`config.mk`:
```
export PLATFORM = sky130hd
export DESIGN_NAME = asym_ram_stream_reader
export DESIGN_NICKNAME = d
export VERILOG_FILES = /design/src/rtl/asym_ram_stream_reader.sv
export SDC_FILE = /design/constraint.sdc
export NUM_CORES = 1
export LEC_CHECK = 0
export BUFFER_PORTS_ARGS = -buffer_cell sky130_fd_sc_hd__clkbuf_2
export CORE_AREA = 2 2 71 73
export CTS_BUF_LIST = sky130_fd_sc_hd__clkbuf_2
export DETAILED_ROUTE_END_ITERATION = 7
export DIE_AREA = 0 0 73 75
export GPL_ROUTABILITY_DRIVEN = 0
export HOLD_SLACK_MARGIN = 0.08
export PLACE_DENSITY_LB_ADDON = 0.2
export SLEW_MARGIN = 10
export SYNTH_ARGS = -nofsm -noshare
export SYNTH_HDL_FRONTEND = slang
export SYNTH_SLANG_ARGS = --single-unit
```
`constraint.sdc`:
```
create_clock -name ap_clk -period 4.1 [get_ports ap_clk]
set_clock_uncertainty 0.1 [all_clocks]
set_input_delay 0.41 -clock ap_clk [delete_from_list [all_inputs] [get_ports ap_clk]]
set_output_delay 0.41 -clock ap_clk [all_outputs]
set_load 0.005 [all_outputs]
```
`src/rtl/asym_ram_stream_reader.sv`:
```
// asym_ram_stream_reader
// Read-side sequencer for the asymmetric line buffer. It accepts one command
// at a time (base address + beat count), walks the narrow RAM read port with
// an address that wraps modulo the buffer depth, and turns the RAM's
// 1-cycle-latency data into an AXI-Stream through a 2-entry skid FIFO.
//
// Credit scheme: a read is only issued when the FIFO has room for the data.
// Room means (fifo_count + inflight) < 2, or the sum is exactly 2 and a pop
// happens in the same cycle. This lets the stream run at one beat per cycle
// with tready held high, and it guarantees the FIFO can never overflow.
module asym_ram_stream_reader #(
  parameter int WIDTHB     = 4,
  parameter int ADDRWIDTHB = 10,
  parameter int LEN_WIDTH  = 11
) (
  input  logic                  ap_clk,
  input  logic                  ap_rst_n,
  input  logic                  cmd_valid,
  output logic                  cmd_ready,
  input  logic [ADDRWIDTHB-1:0] cmd_base,
  input  logic [LEN_WIDTH-1:0]  cmd_len,
  output logic                  ram_en,
  output logic [ADDRWIDTHB-1:0] ram_addr,
  input  logic [WIDTHB-1:0]     ram_data,
  output logic [WIDTHB-1:0]     m_axis_tdata,
  output logic                  m_axis_tvalid,
  input  logic                  m_axis_tready,
  output logic                  m_axis_tlast,
  output logic                  busy
);

  typedef enum logic [1:0] {
    S_IDLE  = 2'd0,
    S_RUN   = 2'd1,
    S_DRAIN = 2'd2
  } state_t;

  state_t r_state;
  state_t w_state_nxt;

  // Control / handshake registers
  logic                  r_cmd_ready;
  logic                  r_busy;

  // Read sequencing
  logic [ADDRWIDTHB-1:0] r_addr;
  logic [LEN_WIDTH-1:0]  r_remaining;
  logic                  r_inflight;
  logic                  r_inflight_last;

  // 2-entry output FIFO
  logic [WIDTHB-1:0]     r_fifo_data [0:1];
  logic                  r_fifo_last [0:1];
  logic                  r_wr_ptr;
  logic                  r_rd_ptr;
  logic [1:0]            r_fifo_count;

  // Combinational helpers
  logic                  w_accept;
  logic                  w_pop;
  logic                  w_push;
  logic [1:0]            w_occupancy;
  logic                  w_issue;
  logic                  w_last_issue;
  logic                  w_len_zero;
  logic                  w_fifo_empty;

  // Handshake qualifiers and FIFO occupancy seen by the credit check
  always_comb begin
    w_accept     = cmd_valid & r_cmd_ready & (r_state == S_IDLE);
    w_len_zero   = (cmd_len == LEN_WIDTH'(0));
    w_fifo_empty = (r_fifo_count == 2'd0);
    w_pop        = (~w_fifo_empty) & m_axis_tready;
    w_push       = r_inflight;
    w_occupancy  = r_fifo_count + {1'b0, r_inflight};
  end

  // Read issue decision: only in RUN and only when the FIFO will have room
  always_comb begin
    w_issue = 1'b0;
    if (r_state == S_RUN) begin
      if (w_occupancy < 2'd2) begin
        w_issue = 1'b1;
      end else if ((w_occupancy == 2'd2) && w_pop) begin
        w_issue = 1'b1;
      end else begin
        w_issue = 1'b0;
      end
    end else begin
      w_issue = 1'b0;
    end
    w_last_issue = w_issue & (r_remaining == LEN_WIDTH'(1));
  end

  // State register
  always_ff @(posedge ap_clk or negedge ap_rst_n) begin
    if (!ap_rst_n) begin
      r_state <= S_IDLE;
    end else begin
      r_state <= w_state_nxt;
    end
  end

  // Next-state logic
  always_comb begin
    w_state_nxt = r_state;
    case (r_state)
      S_IDLE: begin
        if (w_accept) begin
          if (w_len_zero) begin
            w_state_nxt = S_DRAIN;
          end else begin
            w_state_nxt = S_RUN;
          end
        end else begin
          w_state_nxt = S_IDLE;
        end
      end
      S_RUN: begin
        if (w_last_issue) begin
          w_state_nxt = S_DRAIN;
        end else begin
          w_state_nxt = S_RUN;
        end
      end
      S_DRAIN: begin
        // Leave only once every issued beat has been handed downstream
        if (w_fifo_empty && !r_inflight) begin
          w_state_nxt = S_IDLE;
        end else begin
          w_state_nxt = S_DRAIN;
        end
      end
      default: begin
        w_state_nxt = S_IDLE;
      end
    endcase
  end

  // Registered command handshake and busy flag, derived from the next state
  always_ff @(posedge ap_clk or negedge ap_rst_n) begin
    if (!ap_rst_n) begin
      r_cmd_ready <= 1'b0;
      r_busy      <= 1'b0;
    end else begin
      r_cmd_ready <= (w_state_nxt == S_IDLE);
      r_busy      <= (w_state_nxt != S_IDLE);
    end
  end

  // Address and beat counters: load on accept, advance on every issued read
  always_ff @(posedge ap_clk or negedge ap_rst_n) begin
    if (!ap_rst_n) begin
      r_addr      <= {ADDRWIDTHB{1'b0}};
      r_remaining <= {LEN_WIDTH{1'b0}};
    end else if (w_accept) begin
      r_addr      <= cmd_base;
      r_remaining <= cmd_len;
    end else if (w_issue) begin
      r_addr      <= r_addr + ADDRWIDTHB'(1);
      r_remaining <= r_remaining - LEN_WIDTH'(1);
    end
  end

  // RAM latency tracker: marks that ram_data carries a beat next cycle
  always_ff @(posedge ap_clk or negedge ap_rst_n) begin
    if (!ap_rst_n) begin
      r_inflight      <= 1'b0;
      r_inflight_last <= 1'b0;
    end else begin
      r_inflight      <= w_issue;
      r_inflight_last <= w_last_issue;
    end
  end

  // FIFO storage: capture returning RAM data with its last flag
  always_ff @(posedge ap_clk or negedge ap_rst_n) begin
    if (!ap_rst_n) begin
      r_fifo_data[0] <= {WIDTHB{1'b0}};
      r_fifo_data[1] <= {WIDTHB{1'b0}};
      r_fifo_last[0] <= 1'b0;
      r_fifo_last[1] <= 1'b0;
      r_wr_ptr       <= 1'b0;
    end else if (w_push) begin
      r_fifo_data[r_wr_ptr] <= ram_data;
      r_fifo_last[r_wr_ptr] <= r_inflight_last;
      r_wr_ptr              <= ~r_wr_ptr;
    end
  end

  // FIFO read pointer and occupancy; push+pop together keeps the count
  always_ff @(posedge ap_clk or negedge ap_rst_n) begin
    if (!ap_rst_n) begin
      r_rd_ptr     <= 1'b0;
      r_fifo_count <= 2'd0;
    end else begin
      if (w_pop) begin
        r_rd_ptr <= ~r_rd_ptr;
      end
      case ({w_push, w_pop})
        2'b10:   r_fifo_count <= r_fifo_count + 2'd1;
        2'b01:   r_fifo_count <= r_fifo_count - 2'd1;
        default: r_fifo_count <= r_fifo_count;
      endcase
    end
  end

  // Output mapping: stream comes straight from the FIFO head registers,
  // so tdata/tlast cannot change until the head is popped
  assign cmd_ready     = r_cmd_ready;
  assign busy          = r_busy;
  assign ram_en        = w_issue;
  assign ram_addr      = r_addr;
  assign m_axis_tvalid = ~w_fifo_empty;
  assign m_axis_tdata  = r_fifo_data[r_rd_ptr];
  assign m_axis_tlast  = (~w_fifo_empty) & r_fifo_last[r_rd_ptr];

endmodule

```
==> results of run 1 <==
-- cell type report --
type                            count  area share
Sequential cell                    41       0.432
Multi-Input combinational cell    150       0.406
Tap cell                           54      0.0285
Timing Repair Buffer               49       0.107
Clock buffer                        6      0.0127
Clock inverter                      1     0.00158
Inverter                            8      0.0127
-- worst min-delay path: cells and delay by family --
family,cells,cell delay (ns)
simple gates,1,0.09
buf+inv,1,0.08
compound gates,1,0.04
-- kinds of logic (layout without fill, tap and decap cells) --
family	Yosys count	after routing	synth area share
and+or+nand+nor	76	76	0.172
DFF	41	41	0.498
buffers and inverters	15	64	0.0352
AOI/OAI and AO/OA	42	42	0.132
muxes	15	15	0.0814
adders and majority gates	5	5	0.0304
xor gates and xnor gates	12	12	0.0510
-- cell usage after synthesis (3+ instances only) --
library cell / number
sky130_fd_sc_hd__xor2_1: 9
sky130_fd_sc_hd__o21ai_1: 3
sky130_fd_sc_hd__nand2_1: 21
sky130_fd_sc_hd__mux2_2: 14
sky130_fd_sc_hd__ha_1: 5
sky130_fd_sc_hd__o21ai_0: 10
sky130_fd_sc_hd__nand3_1: 12
sky130_fd_sc_hd__xnor2_1: 3
sky130_fd_sc_hd__nor3_1: 3
sky130_fd_sc_hd__inv_1: 7
sky130_fd_sc_hd__a31oi_1: 3
sky130_fd_sc_hd__dfrtp_1: 41
sky130_fd_sc_hd__nand2b_1: 3
sky130_fd_sc_hd__clkbuf_1: 4
sky130_fd_sc_hd__a221o_1: 4
sky130_fd_sc_hd__nor4_1: 4
sky130_fd_sc_hd__nand4_1: 3
sky130_fd_sc_hd__and3_1: 3
sky130_fd_sc_hd__a21oi_1: 11
sky130_fd_sc_hd__nor2_1: 21
-- metrics by stage --
stage / hold slack (ns) / std cells / total power [W] / util
after floorplan: 0.0144 / 206 / 0.00142 / -
after global placement: 0.380 / 301 / 0.00163 / 0.500
after detailed placement: 0.381 / 301 / 0.00165 / 0.500
after CTS: 0.101 / 309 / 0.00181 / 0.509
after global routing: 0.0982 / 309 / 0.00198 / 0.509
final: 0.115 / 309 / 0.00180 / 0.509
-- worst min path at each step --
stage / from / end / slack, ns / cells past startpoint
after floorplan: ap_rst_n / busy / 0.01 / 0
after global placement: r_wr_ptr / r_wr_ptr / 0.38 / 1
after detailed placement: r_wr_ptr / r_wr_ptr / 0.38 / 1
after CTS: cmd_len[10] / r_remaining[10] / 0.10 / 3
after global routing: cmd_base[7] / ram_addr[7] / 0.1 / 3
final: cmd_base[9] / ram_addr[9] / 0.11 / 3
-- per-layer routing --
layer,vias up,share of wire,GRT usage
met2,43,0.48,0.281
met4,0,0.0093,0.0432
met5,-,0,0
met1,817,0.46,0.226
li1,828,-,-
met3,5,0.046,0.0402
-- power by group through the flow --
stage / logic [W] / clock network [W] / registers (W)
4_1_cts: 0.000889 / 0.000172 / 0.000754
6_report: 0.000882 / 0.000165 / 0.000754
3_5_place_dp: 0.000884 / 0 / 0.000764
3_3_place_gp: 0.000871 / 0 / 0.000761
5_1_grt: 0.00101 / 0.000187 / 0.000783
2_1_floorplan: 0.000697 / 0 / 0.000723
-- state kept, by name (all words and copies together) (netlist names) --
register,count
r_remaining,11
r_fifo_count,2
r_inflight,1
r_inflight_last,1
r_rd_ptr,1
r_fifo_data,8
busy,1
ram_addr,10
r_fifo_last,2
r_state,2
r_wr_ptr,1
cmd_ready,1
-- repair_timing --
item / in CTS / in global routing
buffers inserted: 0 / 0
hold buffers: 1 / 0
endpoints found under the hold margin: 10 / 0
==> impl_metrics.prom, run 1 <==
# TYPE chip_impl_metric gauge
chip_impl_info{name="run_status",value="finished, final reports clean"} 1
chip_impl_metric{name="area_occupied_by_registers",unit="um2"} 1030
chip_impl_metric{name="fillCellCount",unit=""} 468
chip_impl_metric{name="required",unit="ns"} 3.59
chip_impl_info{name="tritoncts",value="yes"} 1
chip_impl_metric{name="postSynthNetCount",unit=""} 240
chip_impl_metric{name="grtUsageTotal",unit=""} 0.170
chip_impl_metric{name="vias_after_detailed_routing",unit=""} 1693
chip_impl_metric{name="finalNetCount",unit=""} 289
chip_impl_metric{name="worst_ep_arrival_time",unit="ns"} 2.36
chip_impl_metric{name="cp_num_cells",unit=""} 5
chip_impl_metric{name="synthDominantCellAreaShare",unit=""} 0.498
chip_impl_info{name="cpMaxStageDelayCell",value="sky130_fd_sc_hd__a221o_1"} 1
chip_impl_metric{name="drt_iter0_drc",unit=""} 118
chip_impl_metric{name="period_needed",unit="ns"} 2.87
chip_impl_metric{name="cts_resized",unit=""} 0
chip_impl_metric{name="cellPowerDensity",unit="nW/um2"} 759
chip_impl_metric{name="placement.cell_area",unit="um2"} 2330
chip_impl_metric{name="internal_power",unit="W"} 0.00104
chip_impl_info{name="most_common_library_cell_in_the_layout_ignoring_fill_and_taps",value="sky130_fd_sc_hd__clkbuf_2"} 1
chip_impl_metric{name="setup_tns",unit="ns"} 0
chip_impl_metric{name="hpwl",unit="um"} 3100
chip_impl_info{name="critPathCaptureType",value="primary output"} 1
chip_impl_info{name="most-common-layout-cells",value="sky130_fd_sc_hd__clkbuf_2, sky130_fd_sc_hd__dfrtp_1, sky130_fd_sc_hd__nor2_1, sky130_fd_sc_hd__nand2_1, sky130_fd_sc_hd__mux2_2"} 1
chip_impl_info{name="destination_of_the_critical_timing_path",value="ram_en"} 1
chip_impl_metric{name="insertedDiodeCount",unit=""} 0
chip_impl_metric{name="area_delta_synth_final",unit="%"} 15.1
chip_impl_metric{name="detail_route.wl_per_cell",unit="um"} 13.9
chip_impl_info{name="timing.setup.critical_path_class",value="reg -> out"} 1
chip_impl_metric{name="critical_path_buf_inv_count",unit=""} 2
chip_impl_metric{name="tritoncts.num_buffers",unit=""} 5
chip_impl_metric{name="overall_overflow_remaining_after_global_route",unit=""} 0
chip_impl_metric{name="die_width",unit="um"} 73
chip_impl_metric{name="regToRegSetupSlack",unit="ns"} 1.54
chip_impl_metric{name="initial_core_util",unit=""} 0.442
chip_impl_metric{name="comb_power_share",unit=""} 0.490
chip_impl_metric{name="finish.instance_area",unit="um2"} 2370
chip_impl_info{name="rsz0062_at_grt",value="no"} 1
chip_impl_info{name="crit_path_start",value="r_fifo_count[0]"} 1
chip_impl_metric{name="synth_enable_flop_cells",unit=""} 0
chip_impl_info{name="critical_path.reg2reg.endpoint",value="ram_addr[6]"} 1
chip_impl_metric{name="worst_slack",unit="ns"} 1.23
chip_impl_metric{name="dp_slack",unit="ns"} 1.54
chip_impl_info{name="beginning_of_the_worst_register_to_register_path",value="r_fifo_count[0]"} 1
chip_impl_metric{name="pin_count_of_the_biggest_net_entering_global_routing",unit=""} 42
chip_impl_info{name="crit_path_start_kind",value="flip-flop"} 1
chip_impl_metric{name="multiInputGateArea",unit="um2"} 962
chip_impl_metric{name="clockBufferDepth",unit=""} 2
chip_impl_metric{name="timing_hold_violations_final",unit=""} 0
chip_impl_metric{name="synth.yosys.seq_area_share",unit=""} 0.498
chip_impl_metric{name="total_leakage_power",unit="nW"} 1.11
chip_impl_metric{name="max-slew-margin-rel",unit=""} 0.329
chip_impl_metric{name="drv_slew",unit=""} 0
chip_impl_metric{name="grt_pass1_wl",unit="um"} 7150
chip_impl_metric{name="routed_wl",unit="um"} 4290
chip_impl_metric{name="worst_case_vdd_ir_drop",unit="uV"} 311
chip_impl_metric{name="cp_max_fo",unit=""} 21
chip_impl_metric{name="cts.sink_count",unit=""} 41
chip_impl_info{name="synth_top_cells_by_area",value="sky130_fd_sc_hd__dfrtp_1, sky130_fd_sc_hd__mux2_2, sky130_fd_sc_hd__nand2_1, sky130_fd_sc_hd__nor2_1, sky130_fd_sc_hd__xor2_1"} 1
chip_impl_metric{name="r2r.worst_path.cells",unit=""} 7
chip_impl_metric{name="fp-row-count",unit=""} 25
chip_impl_metric{name="clock_edge_transition_at_the_registers_on_the_reported_setup_and_hold_paths",unit="ns"} 0.21
chip_impl_metric{name="pwr-share-seq",unit=""} 0.419
chip_impl_metric{name="detail_route.drc_violations",unit=""} 0
chip_impl_metric{name="fp.dieH",unit="um"} 75
chip_impl_metric{name="final_layout_size_suffix_gt1_frac",unit=""} 0.282
chip_impl_metric{name="synth.ff_latch_count",unit=""} 41
chip_impl_metric{name="finalCritPeriodShare",unit=""} 0.700
chip_impl_info{name="clockRootBuffer",value="sky130_fd_sc_hd__clkbuf_2"} 1
chip_impl_metric{name="maximum_clock_rate",unit="GHz"} 0.349
chip_impl_metric{name="io_pins",unit=""} 48
chip_impl_metric{name="syn-cell-area",unit="um2"} 2060
chip_impl_info{name="synth-main-ff-cell",value="sky130_fd_sc_hd__dfrtp_1"} 1
chip_impl_metric{name="clockPowerShare",unit=""} 0.092
chip_impl_info{name="timing.critical_path.cells",value="ha_1, nand2b_1, a221o_1, inv_2, clkbuf_2"} 1
chip_impl_info{name="hold_class",value="in -> reg"} 1
chip_impl_metric{name="cts.htree.levels",unit=""} 2
chip_impl_metric{name="detail_route.vias_per_cell",unit=""} 5.48
chip_impl_metric{name="synth_warnings",unit=""} 0
chip_impl_metric{name="ant_nets",unit=""} 0
chip_impl_metric{name="placement.io_buffers",unit=""} 47
chip_impl_metric{name="syn_avg_cell_area",unit="um2"} 10.0
chip_impl_metric{name="design.die.area",unit="um2"} 5480
chip_impl_metric{name="switchingPower",unit="W"} 0.000765
chip_impl_metric{name="slowest_delay",unit="ns"} 0.50
chip_impl_metric{name="report.final.setup_viol",unit=""} 0
chip_impl_metric{name="synthDistinctLibCells",unit=""} 38
chip_impl_metric{name="drt_first_pass_iters",unit=""} 4
chip_impl_metric{name="sw_frac",unit=""} 0.425
chip_impl_metric{name="clock_insertion_delay_worst_skew",unit="ns"} 0.41
chip_impl_metric{name="core_region_area",unit="um2"} 4660
chip_impl_metric{name="max_cap_viol_count",unit=""} 0
chip_impl_metric{name="syn_inst_count",unit=""} 206
chip_impl_metric{name="antenna_found_initial",unit=""} 0
chip_impl_metric{name="number_of_global_route_vias_before_repair",unit=""} 1586
chip_impl_info{name="cpLargestDelayFamily",value="buffers and inverters"} 1
chip_impl_metric{name="worst_pin_slew",unit="ns"} 1.01
chip_impl_info{name="synth_top_area_cell",value="sky130_fd_sc_hd__dfrtp_1"} 1
chip_impl_metric{name="asr_flop_ratio_synth",unit=""} 1.00
Power figures use the tool's default switching activity.
==> inputs of run 2 (changes only) <==
Clock period 4.1 ns to 2.8 ns, I/O delays scaled along.
==> impl_metrics.prom, run 2 (synthesis results as in run 1) <==
# TYPE chip_impl_metric gauge
chip_impl_info{name="run_status",value="finished, final reports clean"} 1
chip_impl_metric{name="worst_case_vdd_ir_drop",unit="uV"} 489
chip_impl_metric{name="clock_edge_transition_at_the_registers_on_the_reported_setup_and_hold_paths",unit="ns"} 0.22
chip_impl_metric{name="flip_flop_count_of_the_largest_register_all_copies_and_words_added",unit=""} 11
chip_impl_metric{name="drt_iter0_drc",unit=""} 110
chip_impl_metric{name="vias_after_detailed_routing",unit=""} 1782
chip_impl_metric{name="core_region_area",unit="um2"} 4660
chip_impl_metric{name="number_of_global_route_vias_before_repair",unit=""} 1786
chip_impl_metric{name="cts.htree.levels",unit=""} 2
chip_impl_metric{name="fp-row-count",unit=""} 25
chip_impl_metric{name="worst_pin_slew",unit="ns"} 1.01
chip_impl_metric{name="design.die.area",unit="um2"} 5480
chip_impl_metric{name="required",unit="ns"} 2.42
chip_impl_metric{name="clock_insertion_delay_worst_skew",unit="ns"} 0.42
chip_impl_metric{name="io_pins",unit=""} 48
chip_impl_metric{name="regToRegSetupSlack",unit="ns"} 0.55
chip_impl_metric{name="grtUsageTotal",unit=""} 0.189
chip_impl_info{name="timing.setup.critical_path_class",value="reg -> out"} 1
chip_impl_info{name="timing.critical_path.cells",value="ha_1, nand2b_1, a221o_1, inv_2, clkbuf_2"} 1
chip_impl_metric{name="drt_first_pass_iters",unit=""} 6
chip_impl_metric{name="max-slew-margin-rel",unit=""} 0.328
chip_impl_metric{name="final_layout_size_suffix_gt1_frac",unit=""} 0.266
chip_impl_metric{name="report.final.setup_viol",unit=""} 0
chip_impl_metric{name="worst_ep_arrival_time",unit="ns"} 2.12
chip_impl_metric{name="tritoncts.num_buffers",unit=""} 5
chip_impl_metric{name="detail_route.vias_per_cell",unit=""} 5.30
chip_impl_info{name="destination_of_the_critical_timing_path",value="ram_en"} 1
chip_impl_metric{name="cp_max_fo",unit=""} 21
chip_impl_metric{name="routed_wl",unit="um"} 4720
chip_impl_info{name="most_common_library_cell_in_the_layout_ignoring_fill_and_taps",value="sky130_fd_sc_hd__clkbuf_2"} 1
chip_impl_info{name="most-common-layout-cells",value="sky130_fd_sc_hd__clkbuf_2, sky130_fd_sc_hd__dfrtp_1, sky130_fd_sc_hd__dlygate4sd3_1"} 1
chip_impl_metric{name="ant_nets",unit=""} 0
chip_impl_info{name="rsz0062_at_grt",value="no"} 1
chip_impl_metric{name="setup_tns",unit="ns"} 0
chip_impl_metric{name="insertedDiodeCount",unit=""} 0
chip_impl_info{name="hold_class",value="in -> reg"} 1
chip_impl_metric{name="placement.io_buffers",unit=""} 47
chip_impl_metric{name="cellPowerDensity",unit="nW/um2"} 1050
chip_impl_info{name="tritoncts",value="yes"} 1
chip_impl_metric{name="period_needed",unit="ns"} 2.50
chip_impl_metric{name="detail_route.drc_violations",unit=""} 0
chip_impl_info{name="beginning_of_the_worst_register_to_register_path",value="r_fifo_count[0]"} 1
chip_impl_metric{name="die_width",unit="um"} 73
chip_impl_info{name="registers.top_by_ff_count",value="r_remaining"} 1
chip_impl_metric{name="fillCellCount",unit=""} 412
chip_impl_metric{name="max_cap_viol_count",unit=""} 0
chip_impl_metric{name="finalCritPeriodShare",unit=""} 0.891
chip_impl_metric{name="hold-worst-slack",unit="ns"} 0.165
chip_impl_metric{name="finalNetCount",unit=""} 315
chip_impl_metric{name="detail_route.wl_per_cell",unit="um"} 14.0
chip_impl_metric{name="grt_pass1_wl",unit="um"} 7950
chip_impl_metric{name="timing_hold_violations_final",unit=""} 0
chip_impl_metric{name="buffers_inserted_during_post_cts_setup_optimization",unit=""} 0
chip_impl_info{name="critical_path.reg2reg.endpoint",value="ram_addr[8]"} 1
chip_impl_metric{name="clockBufferDepth",unit=""} 2
chip_impl_info{name="cpMaxStageDelayCell",value="sky130_fd_sc_hd__dfrtp_1"} 1
chip_impl_metric{name="fp.dieH",unit="um"} 75
chip_impl_info{name="clockRootBuffer",value="sky130_fd_sc_hd__clkbuf_2"} 1
chip_impl_metric{name="hpwl",unit="um"} 3180
chip_impl_metric{name="overall_overflow_remaining_after_global_route",unit=""} 0
chip_impl_info{name="crit_path_start",value="r_fifo_count[0]"} 1
chip_impl_metric{name="area_delta_synth_final",unit="%"} 29.4
chip_impl_metric{name="initial_core_util",unit=""} 0.442
chip_impl_metric{name="cts.sink_count",unit=""} 41
chip_impl_metric{name="antenna_found_initial",unit=""} 0
chip_impl_info{name="critPathCaptureType",value="primary output"} 1
chip_impl_metric{name="slowest_delay",unit="ns"} 0.49
chip_impl_metric{name="drv_slew",unit=""} 0
chip_impl_metric{name="maximum_clock_rate",unit="GHz"} 0.401
chip_impl_metric{name="pin_count_of_the_biggest_net_entering_global_routing",unit=""} 42
chip_impl_metric{name="r2r.worst_path.cells",unit=""} 7
chip_impl_metric{name="total_leakage_power",unit="nW"} 1.23
chip_impl_info{name="crit_path_start_kind",value="flip-flop"} 1
## run 2: cell types whose count changed in the layout (fill, tap and decap cells not counted), sizes merged
cell,change
dlygate4sd3,+25
clkbuf,-1
buf,+1
clkinvlp,+1
bufinv,+1
## run 2: how the worst min path moves through the flow
stage | endpoint | cells past startpoint | slack [ns] | start
after floorplan | busy | 0 | -0.12 | ap_rst_n
after global placement | r_wr_ptr | 1 | 0.38 | r_wr_ptr
after detailed placement | r_wr_ptr | 1 | 0.38 | r_wr_ptr
after CTS | r_rd_ptr | 3 | 0.13 | m_axis_tready
after global routing | r_rd_ptr | 3 | 0.15 | m_axis_tready
final | r_rd_ptr | 3 | 0.17 | m_axis_tready
## run 2: stage by stage
step	area, um2	util	power, W	setup slack, ns	instances
2_1_floorplan	2060	-	0.00208	0.858	206
3_3_place_gp	2340	0.501	0.00241	0.680	302
3_5_place_dp	2340	0.501	0.00244	0.618	302
6_report	2670	0.572	0.00281	0.304	336
5_1_grt	2670	0.572	0.00309	0.121	336
4_1_cts	2670	0.572	0.00283	0.289	336
## run 2: timing repair
item | in CTS | in global routing
endpoints found under the setup margin | 0 | 0
hold endpoints to repair | 71 | 0
hold buffers | 26 | 0
resized for setup | 0 | 0
## run 2: critical path: cells and delay by family, from the launching register on
family / cells / cell delay, ns
compound gates: 1 / 0.33
fa+ha+maj: 1 / 0.28
buf+inv: 2 / 0.46
flops: 1 / 0.49
simple gates: 1 / 0.14
## run 2: routing by layer
metal,share of wire,vias to the layer above,global-route usage
met5,0,-,0
met4,0.013,0,0.0576
met3,0.032,6,0.0442
met2,0.49,39,0.329
met1,0.46,853,0.235
li1,-,884,-
## run 2: cell type report
class | instances | area (um2) | share of cell area
sequential | 41 | 1030 | 0.385
multi-input combinational | 150 | 962 | 0.361
timing repair buffer | 75 | 510 | 0.191
tap | 54 | 67.6 | 0.0253
clock inverter | 3 | 46.3 | 0.0174
inverter | 8 | 30.0 | 0.0113
clock buffer | 5 | 25.0 | 0.00938
## run 2: where the power goes
part | switching [W] | internal [W]
clock network | 0.000208 | 0.000152
registers | 0.000247 | 0.000857
logic | 0.000707 | 0.000642
